==> config.mk <==
export PLATFORM = sky130hd
export DESIGN_NAME = decode_stage_param_flat
export DESIGN_NICKNAME = d
export VERILOG_FILES = /design/src/rtl/decode_stage_param_if.sv /design/src/rtl/decode_stage_param.sv /design/src/flat_wrapper.sv
export SDC_FILE = /design/constraint.sdc
export NUM_CORES = 2
export LEC_CHECK = 0
export BUFFER_PORTS_ARGS = -buffer_cell sky130_fd_sc_hd__buf_2
export CORE_MARGIN = 5
export CORE_UTILIZATION = 41
export DETAILED_ROUTE_END_ITERATION = 7
export SYNTH_ARGS = -nofsm -noshare
export SYNTH_HDL_FRONTEND = slang
export SYNTH_SLANG_ARGS = --single-unit
==> constraint.sdc <==
create_clock -name i_Clk -period 2.7 [get_ports i_Clk]
set_input_delay 0.54 -clock i_Clk [delete_from_list [all_inputs] [get_ports i_Clk]]
set_output_delay 0.54 -clock i_Clk [all_outputs]
set_load 0.02 [all_outputs]
==> src/rtl/decode_stage_param_if.sv <==
// Decode-stage bus: fetch inputs, writeback port, immediate select and all
// decoded outputs. The slave modport is the decode stage side.
interface decode_stage_param_if #(
  parameter int XLEN  = 32,
  parameter int NREGS = 32
);
  localparam int AW = $clog2(NREGS);

  logic            i_StallD;
  logic            i_FlushD;
  logic            i_ValidF;
  logic [31:0]     i_InstrF;
  logic [XLEN-1:0] i_PCF;
  logic [XLEN-1:0] i_PCPlus4F;
  logic            i_RegWriteW;
  logic [AW-1:0]   i_RdW;
  logic [XLEN-1:0] i_ResultW;
  logic [2:0]      i_ImmSrcD;

  logic [6:0]      o_OpCode;
  logic [2:0]      o_funct3;
  logic            o_funct7_5;
  logic            o_ValidD;
  logic [AW-1:0]   o_Rs1D;
  logic [AW-1:0]   o_Rs2D;
  logic [AW-1:0]   o_RdD;
  logic [XLEN-1:0] o_RD1D;
  logic [XLEN-1:0] o_RD2D;
  logic [XLEN-1:0] o_ImmExtD;
  logic [XLEN-1:0] o_PCD;
  logic [XLEN-1:0] o_PCPlus4D;

  modport slave (
    input  i_StallD, i_FlushD, i_ValidF, i_InstrF, i_PCF, i_PCPlus4F,
           i_RegWriteW, i_RdW, i_ResultW, i_ImmSrcD,
    output o_OpCode, o_funct3, o_funct7_5, o_ValidD, o_Rs1D, o_Rs2D, o_RdD,
           o_RD1D, o_RD2D, o_ImmExtD, o_PCD, o_PCPlus4D
  );

  modport master (
    output i_StallD, i_FlushD, i_ValidF, i_InstrF, i_PCF, i_PCPlus4F,
           i_RegWriteW, i_RdW, i_ResultW, i_ImmSrcD,
    input  o_OpCode, o_funct3, o_funct7_5, o_ValidD, o_Rs1D, o_Rs2D, o_RdD,
           o_RD1D, o_RD2D, o_ImmExtD, o_PCD, o_PCPlus4D
  );
endinterface

==> src/rtl/decode_stage_param.sv <==
// RISC-V decode stage: F->D pipeline register with stall/flush/valid,
// register file with write-through bypass, and I/S/B/J/U immediate generator.
module decode_stage_param #(
  parameter int          XLEN      = 32,
  parameter int          NREGS     = 32,
  parameter logic [31:0] NOP_INSTR = 32'h0000_0013
) (
  input logic                 i_Clk,
  input logic                 i_Reset,
  decode_stage_param_if.slave bus
);
  localparam int AW = $clog2(NREGS);

  typedef enum logic [2:0] {
    IMM_I = 3'b000,
    IMM_S = 3'b001,
    IMM_B = 3'b010,
    IMM_J = 3'b011,
    IMM_U = 3'b100
  } imm_fmt_e;

  logic [31:0]     instr_q, instr_d;
  logic [XLEN-1:0] pc_q, pc_d;
  logic [XLEN-1:0] pcp4_q, pcp4_d;
  logic            valid_q, valid_d;

  // Flush takes priority over stall; reset is handled in the register itself.
  always_comb begin
    instr_d = instr_q;
    pc_d    = pc_q;
    pcp4_d  = pcp4_q;
    valid_d = valid_q;
    if (bus.i_FlushD) begin
      instr_d = NOP_INSTR;
      pc_d    = '0;
      pcp4_d  = '0;
      valid_d = 1'b0;
    end else if (!bus.i_StallD) begin
      instr_d = bus.i_InstrF;
      pc_d    = bus.i_PCF;
      pcp4_d  = bus.i_PCPlus4F;
      valid_d = bus.i_ValidF;
    end
  end

  always_ff @(posedge i_Clk) begin
    if (i_Reset) begin
      instr_q <= NOP_INSTR;
      pc_q    <= '0;
      pcp4_q  <= '0;
      valid_q <= 1'b0;
    end else begin
      instr_q <= instr_d;
      pc_q    <= pc_d;
      pcp4_q  <= pcp4_d;
      valid_q <= valid_d;
    end
  end

  logic [XLEN-1:0] regs_q [NREGS];
  logic            wr_en;

  assign wr_en = bus.i_RegWriteW && (bus.i_RdW != '0);

  // Entry 0 is only ever cleared, so it reads as zero without a read-side mux.
  always_ff @(posedge i_Clk) begin
    if (i_Reset) begin
      regs_q <= '{default: '0};
    end else if (wr_en) begin
      regs_q[bus.i_RdW] <= bus.i_ResultW;
    end
  end

  logic [AW-1:0]   ra1, ra2;
  logic [XLEN-1:0] rd1, rd2;

  assign ra1 = instr_q[15 +: AW];
  assign ra2 = instr_q[20 +: AW];

  always_comb begin
    rd1 = regs_q[ra1];
    rd2 = regs_q[ra2];
    if (wr_en && (bus.i_RdW == ra1)) rd1 = bus.i_ResultW;
    if (wr_en && (bus.i_RdW == ra2)) rd2 = bus.i_ResultW;
  end

  logic [31:0] imm32;
  logic        sgn;

  assign sgn = instr_q[31];

  always_comb begin
    imm32 = '0;
    case (imm_fmt_e'(bus.i_ImmSrcD))
      IMM_I:   imm32 = {{20{sgn}}, instr_q[31:20]};
      IMM_S:   imm32 = {{20{sgn}}, instr_q[31:25], instr_q[11:7]};
      IMM_B:   imm32 = {{19{sgn}}, instr_q[31], instr_q[7], instr_q[30:25],
                        instr_q[11:8], 1'b0};
      IMM_J:   imm32 = {{11{sgn}}, instr_q[31], instr_q[19:12], instr_q[20],
                        instr_q[30:21], 1'b0};
      IMM_U:   imm32 = {instr_q[31:12], 12'b0};
      default: imm32 = '0;
    endcase
  end

  // The 32-bit immediate is already sign-complete; widen it by sign extension.
  assign bus.o_ImmExtD  = XLEN'($signed(imm32));

  assign bus.o_OpCode   = instr_q[6:0];
  assign bus.o_funct3   = instr_q[14:12];
  assign bus.o_funct7_5 = instr_q[30];
  assign bus.o_ValidD   = valid_q;
  assign bus.o_Rs1D     = valid_q ? ra1 : '0;
  assign bus.o_Rs2D     = valid_q ? ra2 : '0;
  assign bus.o_RdD      = valid_q ? instr_q[7 +: AW] : '0;
  assign bus.o_RD1D     = rd1;
  assign bus.o_RD2D     = rd2;
  assign bus.o_PCD      = pc_q;
  assign bus.o_PCPlus4D = pcp4_q;
endmodule

==> src/flat_wrapper.sv <==
// flat-port wrapper written by rule: the top's interface ports become plain ports
module decode_stage_param_flat 
#(
  parameter int          XLEN      = 32,
  parameter int          NREGS     = 32,
  parameter logic [31:0] NOP_INSTR = 32'h0000_0013
)
  (i_Clk, i_Reset, bus_i_StallD, bus_i_FlushD, bus_i_ValidF, bus_i_InstrF, bus_i_PCF, bus_i_PCPlus4F, bus_i_RegWriteW, bus_i_RdW, bus_i_ResultW, bus_i_ImmSrcD, bus_o_OpCode, bus_o_funct3, bus_o_funct7_5, bus_o_ValidD, bus_o_Rs1D, bus_o_Rs2D, bus_o_RdD, bus_o_RD1D, bus_o_RD2D, bus_o_ImmExtD, bus_o_PCD, bus_o_PCPlus4D);
  decode_stage_param_if #(.XLEN(XLEN), .NREGS(NREGS)) bus_i ();
  input logic i_Clk;
  input logic i_Reset;
  input wire logic [$bits(bus_i.i_StallD)-1:0] bus_i_StallD;
  input wire logic [$bits(bus_i.i_FlushD)-1:0] bus_i_FlushD;
  input wire logic [$bits(bus_i.i_ValidF)-1:0] bus_i_ValidF;
  input wire logic [$bits(bus_i.i_InstrF)-1:0] bus_i_InstrF;
  input wire logic [$bits(bus_i.i_PCF)-1:0] bus_i_PCF;
  input wire logic [$bits(bus_i.i_PCPlus4F)-1:0] bus_i_PCPlus4F;
  input wire logic [$bits(bus_i.i_RegWriteW)-1:0] bus_i_RegWriteW;
  input wire logic [$bits(bus_i.i_RdW)-1:0] bus_i_RdW;
  input wire logic [$bits(bus_i.i_ResultW)-1:0] bus_i_ResultW;
  input wire logic [$bits(bus_i.i_ImmSrcD)-1:0] bus_i_ImmSrcD;
  output wire logic [$bits(bus_i.o_OpCode)-1:0] bus_o_OpCode;
  output wire logic [$bits(bus_i.o_funct3)-1:0] bus_o_funct3;
  output wire logic [$bits(bus_i.o_funct7_5)-1:0] bus_o_funct7_5;
  output wire logic [$bits(bus_i.o_ValidD)-1:0] bus_o_ValidD;
  output wire logic [$bits(bus_i.o_Rs1D)-1:0] bus_o_Rs1D;
  output wire logic [$bits(bus_i.o_Rs2D)-1:0] bus_o_Rs2D;
  output wire logic [$bits(bus_i.o_RdD)-1:0] bus_o_RdD;
  output wire logic [$bits(bus_i.o_RD1D)-1:0] bus_o_RD1D;
  output wire logic [$bits(bus_i.o_RD2D)-1:0] bus_o_RD2D;
  output wire logic [$bits(bus_i.o_ImmExtD)-1:0] bus_o_ImmExtD;
  output wire logic [$bits(bus_i.o_PCD)-1:0] bus_o_PCD;
  output wire logic [$bits(bus_i.o_PCPlus4D)-1:0] bus_o_PCPlus4D;
  assign bus_i.i_StallD = bus_i_StallD;
  assign bus_i.i_FlushD = bus_i_FlushD;
  assign bus_i.i_ValidF = bus_i_ValidF;
  assign bus_i.i_InstrF = bus_i_InstrF;
  assign bus_i.i_PCF = bus_i_PCF;
  assign bus_i.i_PCPlus4F = bus_i_PCPlus4F;
  assign bus_i.i_RegWriteW = bus_i_RegWriteW;
  assign bus_i.i_RdW = bus_i_RdW;
  assign bus_i.i_ResultW = bus_i_ResultW;
  assign bus_i.i_ImmSrcD = bus_i_ImmSrcD;
  assign bus_o_OpCode = bus_i.o_OpCode;
  assign bus_o_funct3 = bus_i.o_funct3;
  assign bus_o_funct7_5 = bus_i.o_funct7_5;
  assign bus_o_ValidD = bus_i.o_ValidD;
  assign bus_o_Rs1D = bus_i.o_Rs1D;
  assign bus_o_Rs2D = bus_i.o_Rs2D;
  assign bus_o_RdD = bus_i.o_RdD;
  assign bus_o_RD1D = bus_i.o_RD1D;
  assign bus_o_RD2D = bus_i.o_RD2D;
  assign bus_o_ImmExtD = bus_i.o_ImmExtD;
  assign bus_o_PCD = bus_i.o_PCD;
  assign bus_o_PCPlus4D = bus_i.o_PCPlus4D;
  decode_stage_param #(.XLEN(XLEN), .NREGS(NREGS), .NOP_INSTR(NOP_INSTR)) u_core (.i_Clk(i_Clk), .i_Reset(i_Reset), .bus(bus_i));
endmodule
[Yosys cells after proc, flatten, opt, wreduce, memory -nomap -nowiden]
Index checks and enable logic that the tools add are counted.
W data, S select, Z words.
Word-level totals
  register bits after elaboration: 1121
  output and inout bits: 187
  logic and storage cells: 71
Operators by class
  $lt $le $gt $ge: 4
  equality and inequality tests: 6
  mux-type cells: 15
  bitwise operators: 3
  reduce and logical (&&, ||, !) cells: 7
Operators by type and width (number)
  $bwmux W1024: 1
  $bmux W32 S5: 2
  $mux W32: 7
  $demux W32 S5: 1
  $pmux W32 S5: 1
  $ge A6 B6 Y1 const B: 3
  $not A5 Y6: 3
  $mux W5: 3
  $eq A5 B5 Y1: 2
  $eq A3 B2 Y1 const B: 2
  $lt A6 B1 Y1 const B: 1
  $reduce_bool A5 Y1: 1
  $logic_and A1 B1 Y1: 4
  $eq A3 B1 Y1 const B: 1
  $eq A3 B3 Y1 const B: 1
  $logic_not A3 Y1: 1
  $reduce_or A2 Y1: 1

[Logic depth before layout (Yosys ltp)]
  depth in word-level cells: 6
  gate-level depth with buffers: 10

[Worst setup path before layout]
Ideal clock, no wire load.
  path type: input -> output
  start point: input bus_i_RdW[3]
  end point: output bus_o_RD1D[11]
  data arrival time: 2.351 ns
  data required time: 2.160 ns
  setup slack: -0.191 ns
  stages on the path: 7
  buffers on the path: 3
  cells stage by stage: buf_2 -> or3_1 -> o31a_1 -> and4_1 -> clkbuf_1 -> clkbuf_1 -> o21ai_0
On the way
  longest elaborated chain between the ends: 4
  elaborated cells on any way between the ends: 5
RTL lines
  start: declaration: RTL line flat_wrapper.sv:19  | input wire logic [$bits(bus_i.i_RdW)-1:0] bus_i_RdW;
  $reduce_bool A5 Y1: RTL line decode_stage_param.sv:63  | assign wr_en = bus.i_RegWriteW && (bus.i_RdW != '0);
  $logic_and A1 B1 Y1: RTL line decode_stage_param.sv:63
  $logic_and A1 B1 Y1 *: RTL line decode_stage_param.sv:83  | if (wr_en && (bus.i_RdW == ra1)) rd1 = bus.i_ResultW;
  $mux W32 *: RTL line decode_stage_param.sv:83
  end: declaration: RTL line flat_wrapper.sv:29  | output wire logic [$bits(bus_i.o_RD1D)-1:0] bus_o_RD1D;
Mark *: on every way between the ends. The rest lies on a longest branch, timed or not.

[Worst setup path in the final report]
  start point: register u_core.instr_q[20]
  end point: output bus_o_RD2D[20]
On the way
  longest elaborated chain between the ends: 5
  elaborated cells on any way between the ends: 7
RTL lines
  start: declaration: RTL line decode_stage_param.sv:22  | logic [31:0] instr_q, instr_d;
  start signal: assignment: RTL line decode_stage_param.sv:53  | instr_q <= instr_d;
  $not A5 Y6 (not written as such): RTL line decode_stage_param.sv:82  | rd2 = regs_q[ra2];
  $bmux W32 S5: RTL line decode_stage_param.sv:82
  $mux W32 (not written as such) (2 in a row): RTL line decode_stage_param.sv:82
  $mux W32 *: RTL line decode_stage_param.sv:84  | if (wr_en && (bus.i_RdW == ra2)) rd2 = bus.i_ResultW;
  end: declaration: RTL line flat_wrapper.sv:30  | output wire logic [$bits(bus_i.o_RD2D)-1:0] bus_o_RD2D;
Mark *: on every way between the ends. The rest lies on a longest branch, timed or not. The select of a mux whose other input is x is not followed.

==> qor.yml <==
dominantRegCellSynth: "dfxtp_1"
die_h_um: 375
synth_area_um2: 54700
final_cells: 8454
syn2layout_area_growth_pct: 27.8
syn-instance-count: 6171
synth_seq_cells: 1121
syn_nets: 6313
outcome: "finished with violations"
yosysUniqueCellTypes: 43
grt_max_degree: 203
die-area_um2: 141000
antenna_found_initial: 11
crit-reg2reg-launch: "u_core.instr_q[20]$_SDFFE_PP0N_"
p_leak_nw: 24.2
crit_arrival_ns: 3.00
route.vias.total: 52250
setup.worst_path.end_class: "output port"
synth.yosys.seq_area_share: 0.410
drive_above_1_share: 0.284
crit_fanout: 6
fmaxAchievable_mhz: 282
dp_hpwl_um: 144000
worst_slack_ns: -0.845
setup_viol: 68
viasPerCell: 6.18
grt_pass1_vias: 49219
async_flop_share: 0
relSlewSlack: 0.124
grt-ovfl-total: 0
fillers: 11805
drc_errors: 0
postRouteAntennaNets: 0
critPathLaunch: "u_core.instr_q[20]$_SDFFE_PP0N_"
slew_violations: 0
timing.rr.end: "u_core.instr_q[20]$_SDFFE_PP0N_"
synth_edf_count: 0
drt_iter0_markers: 7413
cts_buffers: 120
start_util: 0.411
setup.worst_path.end: "bus_o_RD2D[20]"
failed_checks: "setup timing"
wl_um: 239000
path_clk_slew_ns: 0.06
layout.nets: 6710
wl_per_cell_um: 28.3
r2r_setup_slack_ns: 1.24
clockBufferDepth: 3
ctsHtreeMaxLevel: 3
worstRegToRegCells: 6
coreArea_um2: 133000
dp_cells: 8019
io_pins: 329
rows: 134
vdd_ir_drop_max_mv: 0.514
hold_viol_final: 0
finalCritPeriodShare: 1.31
worst_slew_pin_slew_ns: 1.31
clkLatencyLatePin_ns: 0.77
crit_required_ns: 2.16
drt-pass1-iter-count: 8
cp-start-kind: "register"
cts_root_buffer: "clkbuf_16"
dp_worst_setup_slack_ns: -0.356
cts.sinks: 1121
cts_tree: "yes"
place.port_buffers: 328
critPathKind: "reg2out"
cap_violations: 0
rsz0062_at_grt: "yes"
gp_congestion: 0.900
period_minus_slack_ns: 3.54
grt_use_total: 0.320
die_x_um: 375
skew_ns: 0
fin_util: 0.525
power_density_nw_per_um2: 542
finalSetupTns_ns: -48.90
min_path_type: "in2reg"
ys_warn_count: 0
synth.avg_cell_area_um2: 8.87
grt_pass1_wl_um: 338000
hold_path_depth: 3
through the flow:
| stage | total power [mW] | area, µm² | hold slack (ns) |
|---|---|---|---|
| finish | 37.9 | 69900 | 0.0406 |
| CTS | 37.7 | 68100 | 0.00179 |
| detailed placement | 20.2 | 61100 | 0.456 |
| global placement | 20.2 | 61100 | 0.448 |
| floorplan | 18.9 | 54700 | 0.443 |
| global route | 38.8 | 69900 | 0.0261 |
how the worst min path moves through the flow:
stage	start	end	slack (ns)
4_1_cts	bus_i_InstrF[25]	u_core.instr_q[25]$_SDFFE_PP0N_	0.002
3_3_place_gp	u_core.regs_q[763]$_SDFFE_PP0P_	u_core.regs_q[763]$_SDFFE_PP0P_	0.45
2_1_floorplan	u_core.regs_q[160]$_SDFFE_PP0P_	u_core.regs_q[160]$_SDFFE_PP0P_	0.44
6_report	bus_i_InstrF[25]	u_core.instr_q[25]$_SDFFE_PP0N_	0.04
5_1_grt	bus_i_PCF[22]	u_core.bus.o_PCD[22]$_SDFFE_PP0N_	0.03
3_5_place_dp	u_core.regs_q[663]$_SDFFE_PP0P_	u_core.regs_q[663]$_SDFFE_PP0P_	0.46
cell families after synthesis:
family | after synthesis | synth area share
compound gates | 1343 | 0.130
xor+xnor | 11 | 0.00176
buf+inv | 678 | 0.0541
flops | 1121 | 0.410
mux | 620 | 0.230
simple gates | 2398 | 0.174
flip-flops by register name, summed over array words and instances, names as in the netlist:
| signal | count |
|---|---|
| u_core.bus.o_PCPlus4D | 32 |
| u_core.bus.o_ValidD | 1 |
| u_core.bus.o_PCD | 32 |
| u_core.instr_q | 32 |
| u_core.regs_q | 1024 |
metal layers:
| metal | up-vias | wire length (µm) | share of wire | track usage |
|---|---|---|---|---|
| met5 | - | 8 | 0.000033 | 0 |
| met4 | 2 | 15200 | 0.063 | 0.171 |
| met3 | 766 | 29300 | 0.12 | 0.0767 |
| met2 | 3374 | 106000 | 0.44 | 0.489 |
| met1 | 25716 | 88800 | 0.37 | 0.421 |
| li1 | 22392 | - | - | - |
placed cells by master, fill, tap and decap left out, types with 31 or more instances in the layout:
| cell | n |
|---|---|
| clkbuf_8 | 37 |
| o22ai_1 | 171 |
| nor2_1 | 106 |
| a21oi_1 | 992 |
| buf_12 | 152 |
| mux4_2 | 511 |
| dlygate4sd3_1 | 78 |
| dfxtp_1 | 1114 |
| nand2_2 | 40 |
| nor2b_1 | 42 |
| buf_16 | 34 |
| buf_4 | 279 |
| o21ai_2 | 42 |
| or4_4 | 60 |
| nor2_4 | 31 |
| mux2i_1 | 108 |
| o22ai_2 | 70 |
| clkbuf_16 | 142 |
| nand2_1 | 2049 |
| buf_2 | 258 |
| buf_6 | 114 |
power breakdown:
part	internal, mW	switching (mW)
Combinational	1.52	2.21
Clock	10.0	7.33
Sequential	16.7	0.119
cell type report:
| type | instances | area [µm²] | area share |
|---|---|---|---|
| diodes | 15 | 37.5 | 0.000537 |
| clock buffers | 187 | 3690 | 0.0527 |
| clock inverters | 38 | 434 | 0.00621 |
| inverters | 3 | 11.3 | 0.000161 |
| multi-input cells | 4372 | 30900 | 0.442 |
| flip-flops and latches | 1121 | 22500 | 0.321 |
| well taps | 1768 | 2210 | 0.0316 |
| repair buffers | 950 | 10200 | 0.145 |
cells in the mapped netlist, drive strengths merged (2+ instances only):
master / instances / area [µm²]
and3b: 2 / 17.5
or2: 4 / 25.0
nor3: 4 / 20.0
or4: 62 / 465
clkbuf: 502 / 1920
mux2i: 109 / 1090
a21o: 11 / 82.6
o22ai: 248 / 1550
a221oi: 2 / 17.5
nor2: 138 / 518
xor2: 8 / 70.1
a21oi: 993 / 4970
xnor2: 3 / 26.3
nand3b: 5 / 37.5
nor2b: 42 / 263
and3: 3 / 18.8
inv: 3 / 11.3
a31oi: 8 / 50.1
nand2: 2094 / 7860
and2: 18 / 113
o21ai: 72 / 360
dfxtp: 1121 / 22400
nor3b: 3 / 22.5
mux4: 511 / 11500
nand3: 10 / 50.1
a211oi: 3 / 22.5
buf: 173 / 1030
or3: 6 / 37.5
or3b: 4 / 35.0
worst max-delay path, cell delays in order (launching register included):
cell     delay, ns
dfxtp_4       0.41
buf_16        0.18
buf_16        0.18
buf_8         0.16
mux4_2        0.35
o22ai_1       0.08
or4_4         0.59
o21ai_2       0.16
buf_6         0.13
repair_timing:
| item | CTS | global route |
|---|---|---|
| setup endpoints to repair | 64 | 68 |
| setup buffers | 37 | 53 |
| pin swaps | 42 | 61 |
| resized for setup | 325 | 203 |
| endpoints found under the hold margin | 75 | 0 |
| hold buffers | 78 | 0 |
| cloned | 15 | 20 |
No activity file was read; power rests on OpenSTA's default activity.
